==> src/rtl/clkdiv_pkg.sv <==
// Shared constants and helper functions for the programmable clock divider.
package clkdiv_pkg;

  localparam int unsigned CNT_W_DEF = 8;
  localparam int unsigned DIV_MIN   = 2;

  function automatic int unsigned clamp_div(input int unsigned d);
    return (d < DIV_MIN) ? DIV_MIN : d;
  endfunction

  function automatic int unsigned high_cnt(input int unsigned d);
    return (d + 1) >> 1;
  endfunction

  // Channel i resets to divide-by-2^(i+1), limited to the largest divisor the counter holds.
  function automatic int unsigned reset_div(input int unsigned i, input int unsigned w);
    int unsigned pow2;
    int unsigned dmax;
    pow2 = 32'd1 << (i + 1);
    dmax = (32'd1 << w) - 1;
    return (pow2 < dmax) ? pow2 : dmax;
  endfunction

endpackage

==> src/rtl/clkdiv_channel.sv <==
// One divider channel: counter, active/shadow divisor pair and registered outputs.
module clkdiv_channel
  import clkdiv_pkg::*;
#(
  parameter int unsigned CntW   = 8,
  parameter int unsigned RstDiv = 2
) (
  input  logic            clk_i,
  input  logic            rst_ni,
  input  logic            en_i,
  input  logic            sync_i,
  input  logic            cfg_we_i,
  input  logic [CntW-1:0] cfg_div_i,
  output logic            pend_o,
  output logic            div_out_o,
  output logic            div_tick_o
);

  logic [CntW-1:0] cnt_q, cnt_d;
  logic [CntW-1:0] act_div_q, act_div_d;
  logic [CntW-1:0] shd_div_q, shd_div_d;
  logic            pend_q, pend_d;
  logic            out_q, out_d;
  logic            tick_q, tick_d;
  logic            wrap;
  logic [CntW-1:0] high_w;

  assign wrap   = (cnt_q == act_div_q - CntW'(1));
  assign high_w = CntW'(high_cnt(32'(act_div_q)));

  always_comb begin
    cnt_d     = cnt_q;
    act_div_d = act_div_q;
    shd_div_d = shd_div_q;
    pend_d    = pend_q;
    out_d     = out_q;
    tick_d    = tick_q;

    if (en_i && sync_i) begin
      cnt_d     = '0;
      out_d     = 1'b1;
      tick_d    = 1'b0;
      act_div_d = shd_div_q;
      pend_d    = 1'b0;
    end else if (!en_i) begin
      cnt_d     = '0;
      out_d     = 1'b0;
      tick_d    = 1'b0;
      act_div_d = shd_div_q;
      pend_d    = 1'b0;
    end else begin
      out_d  = (cnt_q < high_w);
      tick_d = wrap;
      cnt_d  = wrap ? '0 : cnt_q + CntW'(1);
      if (wrap) begin
        act_div_d = shd_div_q;
        pend_d    = 1'b0;
      end
    end

    // Applied last so a write landing on an update edge defers to the following one.
    if (cfg_we_i) begin
      shd_div_d = CntW'(clamp_div(32'(cfg_div_i)));
      pend_d    = 1'b1;
    end
  end

  always_ff @(posedge clk_i or negedge rst_ni) begin
    if (!rst_ni) begin
      cnt_q     <= '0;
      act_div_q <= CntW'(RstDiv);
      shd_div_q <= CntW'(RstDiv);
      pend_q    <= 1'b0;
      out_q     <= 1'b0;
      tick_q    <= 1'b0;
    end else begin
      cnt_q     <= cnt_d;
      act_div_q <= act_div_d;
      shd_div_q <= shd_div_d;
      pend_q    <= pend_d;
      out_q     <= out_d;
      tick_q    <= tick_d;
    end
  end

  assign pend_o     = pend_q;
  assign div_out_o  = out_q;
  assign div_tick_o = tick_q;

endmodule

==> src/rtl/clock_divider_prog.sv <==
// Multi-channel programmable clock divider with a ready/valid divisor config port.
module clock_divider_prog
  import clkdiv_pkg::*;
#(
  parameter  int unsigned NUM_CH = 5,
  parameter  int unsigned CNT_W  = CNT_W_DEF,
  localparam int unsigned ChW    = (NUM_CH > 1) ? $clog2(NUM_CH) : 1
) (
  input  logic              clk,
  input  logic              reset,
  input  logic [NUM_CH-1:0] ch_en,
  input  logic              sync,
  input  logic              cfg_valid,
  output logic              cfg_ready,
  input  logic [ChW-1:0]    cfg_ch,
  input  logic [CNT_W-1:0]  cfg_div,
  output logic [NUM_CH-1:0] div_out,
  output logic [NUM_CH-1:0] div_tick
);

  logic [NUM_CH-1:0] pend;
  logic [NUM_CH-1:0] cfg_we;

  // Unmapped channel numbers read as ready so the master never stalls on them.
  always_comb begin
    cfg_ready = 1'b1;
    cfg_we    = '0;
    for (int i = 0; i < NUM_CH; i++) begin
      if (cfg_ch == ChW'(i)) begin
        cfg_ready = ~pend[i];
        cfg_we[i] = cfg_valid & ~pend[i];
      end
    end
  end

  for (genvar g = 0; g < NUM_CH; g++) begin : g_ch
    clkdiv_channel #(
      .CntW   (CNT_W),
      .RstDiv (reset_div(g, CNT_W))
    ) u_ch (
      .clk_i      (clk),
      .rst_ni     (reset),
      .en_i       (ch_en[g]),
      .sync_i     (sync),
      .cfg_we_i   (cfg_we[g]),
      .cfg_div_i  (cfg_div),
      .pend_o     (pend[g]),
      .div_out_o  (div_out[g]),
      .div_tick_o (div_tick[g])
    );
  end

endmodule

==> config.mk <==
export PLATFORM = sky130hd
export DESIGN_NAME = clock_divider_prog
export DESIGN_NICKNAME = d
export VERILOG_FILES = /design/src/rtl/clkdiv_pkg.sv /design/src/rtl/clkdiv_channel.sv /design/src/rtl/clock_divider_prog.sv
export SDC_FILE = /design/constraint.sdc
export NUM_CORES = 1
export LEC_CHECK = 0
export ABC_AREA = 1
export CORE_ASPECT_RATIO = 1.2
export CORE_MARGIN = 8
export CORE_UTILIZATION = 45
export DETAILED_ROUTE_END_ITERATION = 16
export PLACE_DENSITY = 0.72
export SYNTH_ARGS = -nofsm -noshare
export SYNTH_HDL_FRONTEND = slang
export SYNTH_SLANG_ARGS = --single-unit
==> constraint.sdc <==
create_clock -name clk -period 3.6 [get_ports clk]
set_input_delay 0.72 -clock clk [delete_from_list [all_inputs] [get_ports clk]]
set_output_delay 0.72 -clock clk [all_outputs]
set_load 0.01 [all_outputs]
Yosys cells after proc, flatten, opt, wreduce, memory -nomap -nowiden:

Index checks and enable logic that the tools add are counted.

* $add $sub $neg: 15
* magnitude comparators: 6
* equality and inequality tests: 19
* muxes and demuxes: 81
* bitwise gates (word level): 10
* reductions and logical operators: 6

Operators by type and width (count)
* two-way mux 8 bit: 31
* two-way mux 1 bit: 50
* adder 8 x 1 -> 9 bit, second input constant: 5
* adder 8 x 1 -> 8 bit, second input constant: 5
* == test 8 bit: 5
* < comparator 8 bit: 5
* subtractor 8 x 1 -> 8 bit, second input constant: 5
* != test 4 x 1 -> 1 bit, second input constant: 5
* != test 3 x 1 -> 1 bit, second input constant: 5
* < comparator 8 x 2 -> 1 bit, second input constant: 1
* == test 3 x 2 -> 1 bit, second input constant: 2
* bitwise AND 1 bit: 5
* logical AND 1 bit: 5
* inverter 1 bit: 5
* == test 3 x 1 -> 1 bit, second input constant: 1
* == test 3 bit, second input constant: 1
* zero test 3 bit: 1

* bits in registers: 135
* bits of input ports: 20
* output and inout bits: 11

Depth between registers and ports, before layout:

* word-level depth: 6
* gate-level depth with buffers: 14
* gate-level depth less buffers: 13

Hierarchy:

From an unflattened synthesis, not the netlist that was laid out.

* cells, all modules: 1140
* area, all modules: 8718.4 um2

Modules (own cells, without submodules)
* clkdiv_channel at g_ch[1].u_ch ...: instances 2, cells each 224, area an instance 1737.9 um2, sequential area each 678.2 um2
* clkdiv_channel at g_ch[0].u_ch: instances 1, cells each 223, area an instance 1759.2 um2, sequential area each 678.2 um2
* clkdiv_channel at g_ch[4].u_ch: instances 1, cells each 219, area an instance 1676.6 um2, sequential area each 678.2 um2
* clkdiv_channel at g_ch[2].u_ch: instances 1, cells each 220, area an instance 1669.1 um2, sequential area each 678.2 um2
* clock_divider_prog: instances 1, cells each 30, area an instance 137.6 um2, sequential area each 0.0 um2

Worst setup path before layout:

Ideal clock, no wire load.

* kind: input port to output port
* from: input port cfg_ch[0]
* to: output port cfg_ready
* arrival: 1352 ps
* data required time: 2880 ps
* path slack: 1528 ps
* stages: 6
* path through: or2_2 -> nand2_1 -> a21oi_1 -> nand3_1 -> nand2_1 -> o21ai_0

* cells in the longest elaborated chain, start to end: 6

RTL lines
* start, declared: RTL line clock_divider_prog.sv:15 `input logic [ChW-1:0] cfg_ch,`
* zero test 3 bit: RTL line clock_divider_prog.sv:29 `if (cfg_ch == ChW'(i)) begin`
* two-way mux 1 bit (4 in a row): RTL line clock_divider_prog.sv:29
* two-way mux 1 bit (*): RTL line clock_divider_prog.sv:29
* end, declared: RTL line clock_divider_prog.sv:14 `output logic cfg_ready,`

Every way passes the cells marked *; elsewhere a longest branch is shown, timed or not.

Final worst setup path:

Same ends and word-level chain as after synthesis.

==> metrics.log <==
[metrics] outcome: complete, no violations
[metrics] clock-pin slew on the worst setup and hold paths: 0.06 ns
[metrics] number of global-route vias before repair: 6624
[metrics] routing usage on met2: 0.269
[metrics] # fillers: 1806
[metrics] Setup Slack @ Placement: 0.482 ns
[metrics] Post-DRT Antenna Nets: 0
[metrics] proportion of layout cells with a drive suffix above 1: 0.0800
[metrics] Via-to-Cell Ratio: 4.94
[metrics] Die Outline Area: 23600 sq um
[metrics] final setup TNS: 0 ns
[metrics] power density relative to cell area: 518 nW/um^2
[metrics] core area: 18700 sq um
[metrics] Post-synth top cells: sky130_fd_sc_hd__nand2_1, sky130_fd_sc_hd__dfrtp_1, sky130_fd_sc_hd__inv_1
[metrics] number of CTS-inserted buffers: 17
[metrics] remaining global-route overflow: 0
[metrics] kind of critical path: input port to output pin
[metrics] fraction of power spent switching nets: 0.324
[metrics] path class of the lowest-slack min-delay path: input port to async pin
[metrics] detailed-routing iteration count for the pre-antenna-repair pass: 5
[metrics] depth of the most critical reg-to-reg path: 10
[metrics] post-synthesis to final-layout area growth: 11.2%
[metrics] combined area of all synthesized cells: 8510 sq um
[metrics] slew at the pin closest to its max-slew limit: 0.673 ns
[metrics] Post-CTS Setup Repair Bufs: 0
[metrics] share of power burned in combinational logic: 0.235
[metrics] number of buffers on the longest clock path: 2
[metrics] initial core utilization: 0.455
[metrics] count of boundary I/O pins: 31
[metrics] post-route design area: 9460 sq um
[metrics] number of enable flip-flop cells after synthesis: 0
[metrics] peak clock frequency supported by timing: 319 MHz
[metrics] total routed wirelength: 17600 microns
[metrics] startpoint of the worst-slack reg-to-reg timing path: g_ch[2].u_ch.act_div_q[2]
[metrics] number of max-capacitance violations reported: 0
[metrics] die width: 142 microns
[metrics] Final period util: 0.870
[metrics] register-to-register setup slack: 1.35 ns
[metrics] Fin Clk Skew: 0.0145 ns
[metrics] starting DRC count in detailed routing: 252
[metrics] final critical delay including setup and external delays: 3.13 ns
[metrics] maximum number of pins on one net before global-route repair: 69
[metrics] first-pass GRT wire length: 30300 microns
[metrics] busiest layer in global routing: met2
[metrics] average footprint of a synthesized cell: 7.79 sq um
[metrics] VDD IR max: 291 uV
[metrics] Most used DFF post-synth: sky130_fd_sc_hd__dfrtp_1
[metrics] Cell Int Power: 3.31 mW
[metrics] count of final setup violators: 0
[metrics] total of buffers placed on input and output ports: 30
[metrics] number of inserted diodes: 0
[metrics] FF+latch count, synth: 135
[metrics] DRC violation count after routing: 0
[metrics] met3 layer usage reported by global route: 0.0272
[metrics] cell type contributing the most total cell area after synthesis: sky130_fd_sc_hd__dfrtp_1
[metrics] final worst-path setup slack: 0.466 ns
[metrics] overall global routing resource usage: 0.155
[metrics] met1 routing resource usage after global routing: 0.184
[metrics] relative slew slack: 0.551
[metrics] syn_nets: 1162
[metrics] endpoints failing hold: 0
[metrics] initial antenna violation count: 0
[metrics] floorplan die height: 167 microns
[metrics] hold-fix buffer count after cts: 0
[metrics] layout net count: 1170
[metrics] Slew Limit Fails: 0
[metrics] leakage power: 4.62 nW
[metrics] total number of vias: 6763
[metrics] Max FO, Critical Path: 5
[metrics] Data required, critical path: 2.88 ns
[metrics] routed wire length per instance: 12.8 microns
[metrics] clock insertion delay at the later pin of the skew report: 0.42 ns
[metrics] half-perimeter wire length after placement: 12800 microns
[metrics] Critical Path AT: 2.41 ns
[metrics] instance area after placement: 8850 sq um
[metrics] sort of element at the start of the critical path: input port
[metrics] setup repair after global routing missed its margin: false
[metrics] capture point of the worst reg-to-reg path: g_ch[2].u_ch.div_out_o
[metrics] Post-Synthesis Cells: 1092
[metrics] relative contribution of the clock network to total power: 0.363
[metrics] endpoint type of the worst setup path: output pin
[metrics] clock tree from TritonCTS: built
[metrics] cell row count: 55
[metrics] dominant cells by area after synthesis: sky130_fd_sc_hd__dfrtp_1, sky130_fd_sc_hd__nand2_1, sky130_fd_sc_hd__ha_1, sky130_fd_sc_hd__nand3_1, sky130_fd_sc_hd__inv_1
[metrics] count of yosys warnings during synthesis: 0
[metrics] post-CTS sizing: 0
[metrics] switching pwr: 1.59 mW
[metrics] most common cell in the synthesized netlist: sky130_fd_sc_hd__nand2_1
[metrics] GP Congestion: 0.870
[metrics] number of distinct library cells after synthesis: 40
[metrics] total power consumption of the routed design: 4.90 mW
[metrics] root buffer cell: sky130_fd_sc_hd__clkbuf_16
[metrics] sequential cell fraction of total power: 0.402
[metrics] H-tree lvl count: 4
[metrics] area fraction of the dominant cell type after synthesis: 0.368
[metrics] total number of clock tree sinks: 135
[metrics] Post-synth ARST share: 1.00
[metrics] proportion of synthesized chip area in sequential cells: 0.398
per-stage QoR:
step                      hold WS (ns)  std cells   util
after detailed placement         0.456       1337  0.473
after floorplan                  0.424       1092      -
after global routing             0.368       1369  0.505
after global placement           0.452       1337  0.473
final                            0.264       1369  0.505
after CTS                        0.329       1369  0.505
flip-flops by register name (all words and copies together), names as in the netlist:
name,cells
g_ch.u_ch.pend_o,5
g_ch.u_ch.act_div_q,40
g_ch.u_ch.shd_div_q,40
g_ch.u_ch.div_tick_o,5
g_ch.u_ch.cnt_q,40
g_ch.u_ch.div_out_o,5
power groups by stage:
stage	combinational, mW	sequential [mW]	clock [mW]
global route	1.34	2.00	1.87
floorplan	1.02	1.87	0
finish	1.15	1.97	1.78
CTS	1.17	1.97	1.81
detailed placement	1.15	2.00	0
global placement	1.12	1.99	0
worst max path at each step:
stage               startpoint         to  slack [ns]  cells after the start
floorplan            cfg_ch[0]  cfg_ready        1.53                      6
global placement     cfg_ch[0]  cfg_ready        0.50                      8
detailed placement   cfg_ch[0]  cfg_ready        0.48                      8
CTS                  cfg_ch[0]  cfg_ready        0.46                      8
global route         cfg_ch[0]  cfg_ready        0.32                      8
finish               cfg_ch[0]  cfg_ready        0.47                      8
routing by layer:
metal | vias to the layer above | part of all wire
met3 | 19 | 0.025
met2 | 77 | 0.50
li1 | 3492 | -
met5 | - | 0
met1 | 3175 | 0.46
met4 | 0 | 0.019
cell families (layout without fill, tap and decap cells):
kind of cell | after synthesis | count (layout) | share of synthesized area
AO/OA/AOI/OAI | 91 | 91 | 0.0575
XOR/XNOR | 76 | 76 | 0.0782
adder cells (fa/ha/maj) | 50 | 50 | 0.0735
buffers and inverters | 167 | 188 | 0.0916
flip-flops | 135 | 135 | 0.398
AND/OR/NAND/NOR | 573 | 573 | 0.301
cell type report:
| cell class | count | area, sq um | area share |
|---|---|---|---|
| clock buffers | 20 | 457 | 0.0483 |
| flip-flops and latches | 135 | 3390 | 0.358 |
| inverters | 122 | 458 | 0.0484 |
| multi-input cells | 790 | 4340 | 0.459 |
| clock inverters | 12 | 151 | 0.0160 |
| well taps | 256 | 320 | 0.0339 |
| repair buffers | 34 | 344 | 0.0364 |
cell usage in the layout (no fill, tap or decap), types with 20 or more instances in the layout:
| cell type | netlist | final |
|---|---|---|
| sky130_fd_sc_hd__o21ai_0 | 54 | 54 |
| sky130_fd_sc_hd__dfrtp_1 | 125 | 125 |
| sky130_fd_sc_hd__clkdlybuf4s50_1 | 0 | 29 |
| sky130_fd_sc_hd__a21oi_1 | 20 | 20 |
| sky130_fd_sc_hd__nand3_1 | 111 | 111 |
| sky130_fd_sc_hd__xor2_1 | 49 | 49 |
| sky130_fd_sc_hd__nand2_1 | 287 | 287 |
| sky130_fd_sc_hd__ha_1 | 50 | 50 |
| sky130_fd_sc_hd__nor2_1 | 93 | 93 |
| sky130_fd_sc_hd__xnor2_1 | 27 | 27 |
| sky130_fd_sc_hd__inv_1 | 115 | 115 |
critical path: stages:
cell                              delay [ns]
sky130_fd_sc_hd__clkdlybuf4s50_1        0.48
sky130_fd_sc_hd__or2_2                  0.33
sky130_fd_sc_hd__nand2_1                0.06
sky130_fd_sc_hd__a21oi_1                0.06
sky130_fd_sc_hd__nand3_1                0.08
sky130_fd_sc_hd__nand2_1                0.04
sky130_fd_sc_hd__o21ai_0                0.06
sky130_fd_sc_hd__clkdlybuf4s50_1        0.56
(Power assumes the default switching activity.)
